--- config.mk ---
export PLATFORM = sky130hd
export DESIGN_NAME = regfile_mp_sb
export DESIGN_NICKNAME = d
export VERILOG_FILES = /design/src/rtl/rf_pkg.sv /design/src/rtl/rf_read_port.sv /design/src/rtl/regfile_mp_sb.sv
export SDC_FILE = /design/constraint.sdc
export NUM_CORES = 2
export LEC_CHECK = 0
export CELL_PAD_IN_SITES_DETAIL_PLACEMENT = 1
export CELL_PAD_IN_SITES_GLOBAL_PLACEMENT = 1
export CORE_UTILIZATION = 40
export CTS_CLUSTER_SIZE = 8
export DETAILED_ROUTE_END_ITERATION = 16
export PLACE_DENSITY_LB_ADDON = 0.1
export SYNTH_ARGS = -nofsm -noshare
export SYNTH_HDL_FRONTEND = slang
export SYNTH_SLANG_ARGS = --single-unit
--- constraint.sdc ---
create_clock -name clk -period 12.2 [get_ports clk]
set_clock_uncertainty 0.05 [all_clocks]
set_input_delay 2.44 -clock clk [delete_from_list [all_inputs] [get_ports clk]]
set_output_delay 2.44 -clock clk [all_outputs]
set_load 0.01 [all_outputs]
--- src/rtl/rf_pkg.sv ---
// Shared defaults and types for the multi-port register file.
package rf_pkg;

    localparam int unsigned XLEN = 32;
    localparam int unsigned NREG = 32;
    localparam int unsigned AW   = $clog2(NREG);

    typedef logic [AW-1:0]   rf_addr_t;
    typedef logic [XLEN-1:0] rf_data_t;

endpackage

--- src/rtl/rf_read_port.sv ---
// One read port: zero register, then write-through bypass, then the stored array value.
module rf_read_port #(
    parameter int unsigned XLEN     = rf_pkg::XLEN,
    parameter int unsigned AW       = rf_pkg::AW,
    parameter int unsigned NW       = 1,
    parameter int unsigned ZERO_REG = 1
) (
    input  logic [AW-1:0]      addr,
    input  logic [NW-1:0]      wr_en,
    input  logic [NW*AW-1:0]   wr_addr,
    input  logic [NW*XLEN-1:0] wr_data,
    input  logic [XLEN-1:0]    arr_data,
    output logic [XLEN-1:0]    data,
    output logic               hit
);

    // Later ports overwrite earlier matches, so the highest-index writer is forwarded.
    always_comb begin
        data = arr_data;
        hit  = 1'b0;
        for (int j = 0; j < NW; j++) begin
            if (wr_en[j] && (wr_addr[j*AW +: AW] == addr)) begin
                data = wr_data[j*XLEN +: XLEN];
                hit  = 1'b1;
            end
        end
        if ((ZERO_REG != 0) && (addr == '0)) begin
            data = '0;
        end
    end

endmodule

--- src/rtl/regfile_mp_sb.sv ---
// Multi-port register file with write-through bypass and a per-register busy scoreboard.
module regfile_mp_sb
    import rf_pkg::*;
#(
    parameter int unsigned XLEN     = rf_pkg::XLEN,
    parameter int unsigned NREG     = rf_pkg::NREG,
    parameter int unsigned NR       = 2,
    parameter int unsigned NW       = 1,
    parameter int unsigned ZERO_REG = 1,
    localparam int unsigned AW      = $clog2(NREG)
) (
    input  logic               clk,
    input  logic               rst,
    input  logic [NR*AW-1:0]   rd_addr,
    output logic [NR*XLEN-1:0] rd_data,
    output logic [NR-1:0]      rd_busy,
    input  logic [NW-1:0]      wr_en,
    input  logic [NW*AW-1:0]   wr_addr,
    input  logic [NW*XLEN-1:0] wr_data,
    input  logic               iss_en,
    input  logic [AW-1:0]      iss_addr,
    output logic [AW:0]        busy_cnt
);

    logic [XLEN-1:0] regs_q [NREG];
    logic [NREG-1:0] busy_q, busy_d;
    logic [AW:0]     cnt_q, cnt_d;
    logic [NR-1:0]   rd_hit;

    // Array update; later ports are assigned last, so the highest index wins a collision.
    always_ff @(posedge clk) begin
        if (rst) begin
            for (int k = 0; k < NREG; k++) begin
                regs_q[k] <= '0;
            end
        end else begin
            for (int j = 0; j < NW; j++) begin
                if (wr_en[j] && !((ZERO_REG != 0) && (wr_addr[j*AW +: AW] == '0))) begin
                    regs_q[wr_addr[j*AW +: AW]] <= wr_data[j*XLEN +: XLEN];
                end
            end
        end
    end

    // Next busy vector: writebacks clear first, a new issue sets after so it wins a race.
    always_comb begin
        busy_d = busy_q;
        for (int j = 0; j < NW; j++) begin
            if (wr_en[j]) begin
                busy_d[wr_addr[j*AW +: AW]] = 1'b0;
            end
        end
        if (iss_en) begin
            busy_d[iss_addr] = 1'b1;
        end
        if (ZERO_REG != 0) begin
            busy_d[0] = 1'b0;
        end
        cnt_d = '0;
        for (int k = 0; k < NREG; k++) begin
            cnt_d = cnt_d + {{AW{1'b0}}, busy_d[k]};
        end
    end

    // Scoreboard and its popcount move together on the same edge.
    always_ff @(posedge clk) begin
        if (rst) begin
            busy_q <= '0;
            cnt_q  <= '0;
        end else begin
            busy_q <= busy_d;
            cnt_q  <= cnt_d;
        end
    end

    assign busy_cnt = cnt_q;

    for (genvar i = 0; i < NR; i++) begin : g_rd
        logic [AW-1:0] a;
        assign a = rd_addr[i*AW +: AW];

        rf_read_port #(
            .XLEN     (XLEN),
            .AW       (AW),
            .NW       (NW),
            .ZERO_REG (ZERO_REG)
        ) u_rd (
            .addr     (a),
            .wr_en    (wr_en),
            .wr_addr  (wr_addr),
            .wr_data  (wr_data),
            .arr_data (regs_q[a]),
            .data     (rd_data[i*XLEN +: XLEN]),
            .hit      (rd_hit[i])
        );

        // A forwarded operand is available now, so it is never reported busy.
        assign rd_busy[i] = busy_q[a] & ~rd_hit[i];
    end

endmodule

==> metrics.txt <==
Slew Limit Fails=0; cell area power density=between 100 and 150 nW/um2; Worst Max-Slew Pin Slew=approximately 1.4 ns; RSZ-0062 raised after global routing=no; Post-synth EDFFs=around 1000; Synth top area share=around 53%; die height=approximately 380 um; fin nets=between 4000 and 5000; CP Class=input port to output port; post-DP HPWL=approximately 130 mm; CTS Buf Count=~150; met1 Use GR=between 40% and 50%; Final GP Congestion=~0.84; Tmin final=around 9.1 ns; root buf cell=clkbuf_16; setup violators final=0; DRT Pass-1 Iters=5; row count=~140; GRT Residual Overflow=0; Main synth FF type=edfxtp_1; Setup TNS=0 ns; CP max-delay cell=or3b_1; peak supply drop=approximately 130 uV; layer with the highest usage=met2; MaxCap Viol Count=0; Worst Path Buf+Inv=3; global-route wire length before repair=around 310 mm; Rel. slew slack=a little under a tenth; Unique masters post-synth=60; Post-Syn Area=57500 um2; Max H-tree Level=4; HP Class=flop to flop; placed insts=roughly 5800; Fin. Hold Viols=0; largest net degree at the start of global routing=roughly 120; outcome=complete, no violations; routed via count=about 38000; Clock Sinks=~1100; Critical Path Max Stage Delay=approximately 0.88 ns; routing usage on met2=a little under half; CTS hold repair buffers=0; Finished Layout Cells=about 6000; top cells by area, synth=edfxtp_1 (53%), mux4_2 (17%), and2_1 (11%); Die Wd=about 380 um; port bufs=127; P_leak=22.3 nW; crit path launch type=input port; Data required, critical path=between 9 and 10 ns; initial antenna violation count=24; CP Cell Sequence=buf_4 -> or3b_1 -> buf_4 -> a211oi_1 -> a21oi_1 -> a311oi_1 -> nor3_1 -> clkdlybuf4s50_1; FFs w/ async S/R, synth=0%; area leader, netlist=edfxtp_1; Max Freq=roughly 0.11 GHz; Routed WL per cell=roughly 37 um; CP dominant cell by count=buf_4; TritonCTS clock tree=yes; Vias per Instance=between 6 and 7; Initial Utilization=40.5%; Worst-Skew Late Latency=~0.79 ns; Top Ports=128; pre-CTS WS=between 3 and 4 ns; DRC Markers=0; number of global-route vias before repair=just under 40000; CP Max Fanout=31; synth cell count leaders=edfxtp_1 (1024), and2_1 (998), mux4_2 (443); critical path arrival=around 6.6 ns; final worst setup slack=a little over 3 ns; Seq cells post-synth=approximately 1100; Clock transition at path regs=roughly 0.05 ns; P&R area growth vs syn=12.8%; final worst-path cycle share=between 70% and 80%; post-CTS resize count=0; largest delay contributor family on the critical path=buffers and inverters; top-count cell post-synth=edfxtp_1; WL final=about 220 mm; setup bufs post-CTS=0; clk buf depth=3; Avg Cell Area, Syn=14.3 um2; GR met3 Demand/Resource=between 6 and 7%; Detail Route Antenna Nets=0; Mapped Cells=just over 4000; Syn. warnings=0; core area=about 140000 um2; die area=145000 um2; layout cells sized above 1=a little under a quarter; GRT Util Overall=a little under a third; endpoint type of the worst setup path=output port; DRT iter0 DRCs=between 4000 and 5000; post-synthesis sequential area ratio=54.7%
## path summary, 6_finish.rpt
path	from	end	slack, ns	depth (start not counted)
setup / recovery	rd_addr[4]	rd_data[20]	3.09	8
hold / removal	busy_q[15]	busy_q[15]	0.50	2
setup reg to reg	busy_q[16]	busy_cnt[4]	6.83	16
hold reg to reg	busy_q[15]	busy_q[15]	0.50	2
## where the power goes
group / switching, mW / internal, mW / total (mW)
Combinational: 0.708 / 0.490 / 1.20
Sequential: 0.0990 / 4.20 / 4.30
Clock: 1.58 / 2.27 / 3.85
## metrics by stage
step	instance area [um2]	hold slack (ns)	utilization [%]	total power, mW
2_1_floorplan	57700	0.445	-	5.02
3_3_place_gp	60800	0.470	42.8	5.54
3_5_place_dp	60800	0.487	42.8	5.55
4_1_cts	64900	0.495	45.7	9.39
5_1_grt	64900	0.525	45.7	9.58
6_report	64900	0.498	45.7	9.35
## layout make-up
| type | instances | area, um2 |
|---|---|---|
| diodes | 5 | 12.5 |
| clock buffers | 174 | 3990 |
| clock inverters | 11 | 98.8 |
| fillers | 13900 | 77200 |
| inverters | 29 | 111 |
| multi-input cells | 2548 | 24400 |
| flip-flops and latches | 1061 | 31500 |
| well taps | 1890 | 2360 |
| repair buffers | 274 | 2420 |
## registers in the layout, indices dropped and copies added, names as in the netlist
signal    count
busy_q       31
busy_cnt      6
regs_q     1024
## layer usage
metal	vias to the layer above	part of all wire, %
li1	15400	-
met1	20500	42
met2	1847	46
met3	359	8.7
met4	2	2.8
met5	-	0.0059
## cells by family (layout without fill, tap and decap cells)
logic type	count (synthesis)	count (layout)	share of synthesized area, %
muxes	663	663	21.3
and+or+nand+nor	1412	1412	14.3
other	1	37	0.00652
adders and majority gates	30	30	0.953
xor gates and xnor gates	12	12	0.183
DFF	1061	1061	54.7
AOI/OAI and AO/OA	399	399	4.96
buffers and inverters	445	488	3.55
## worst register-to-register path, stage by stage, from the launching register on
cell and delay (ns):
dfxtp_1 0.38, a22oi_1 0.13, fa_1 0.58, inv_1 0.05, fa_1 0.48, inv_1 0.05, fa_1 0.51, inv_1 0.06
fa_1 0.53, fa_1 0.44, fa_1 0.49, fa_1 0.46, fa_1 0.47, a21o_1 0.17, a21oi_1 0.17, xor2_1 0.16
nor2_1 0.05
## layout by cell type, fill, tap and decap left out, drive strengths merged, types with 10 or more instances in the layout
cell type,instances
edfxtp,1024
and2,998
mux4,443
o22ai,183
clkbuf,174
nor2,174
buf,155
mux2i,146
clkdlybuf4s50,119
mux2,74
nand2,74
nor3,44
inv,38
dfxtp,37
or2,34
a32o,32
conb,32
a21oi,31
a221o,30
a22oi,26
nor2b,26
o21ai,26
fa,23
a221oi,21
a2111oi,12
nor3b,11
a211oi,10
Power figures use the tool's default switching activity.
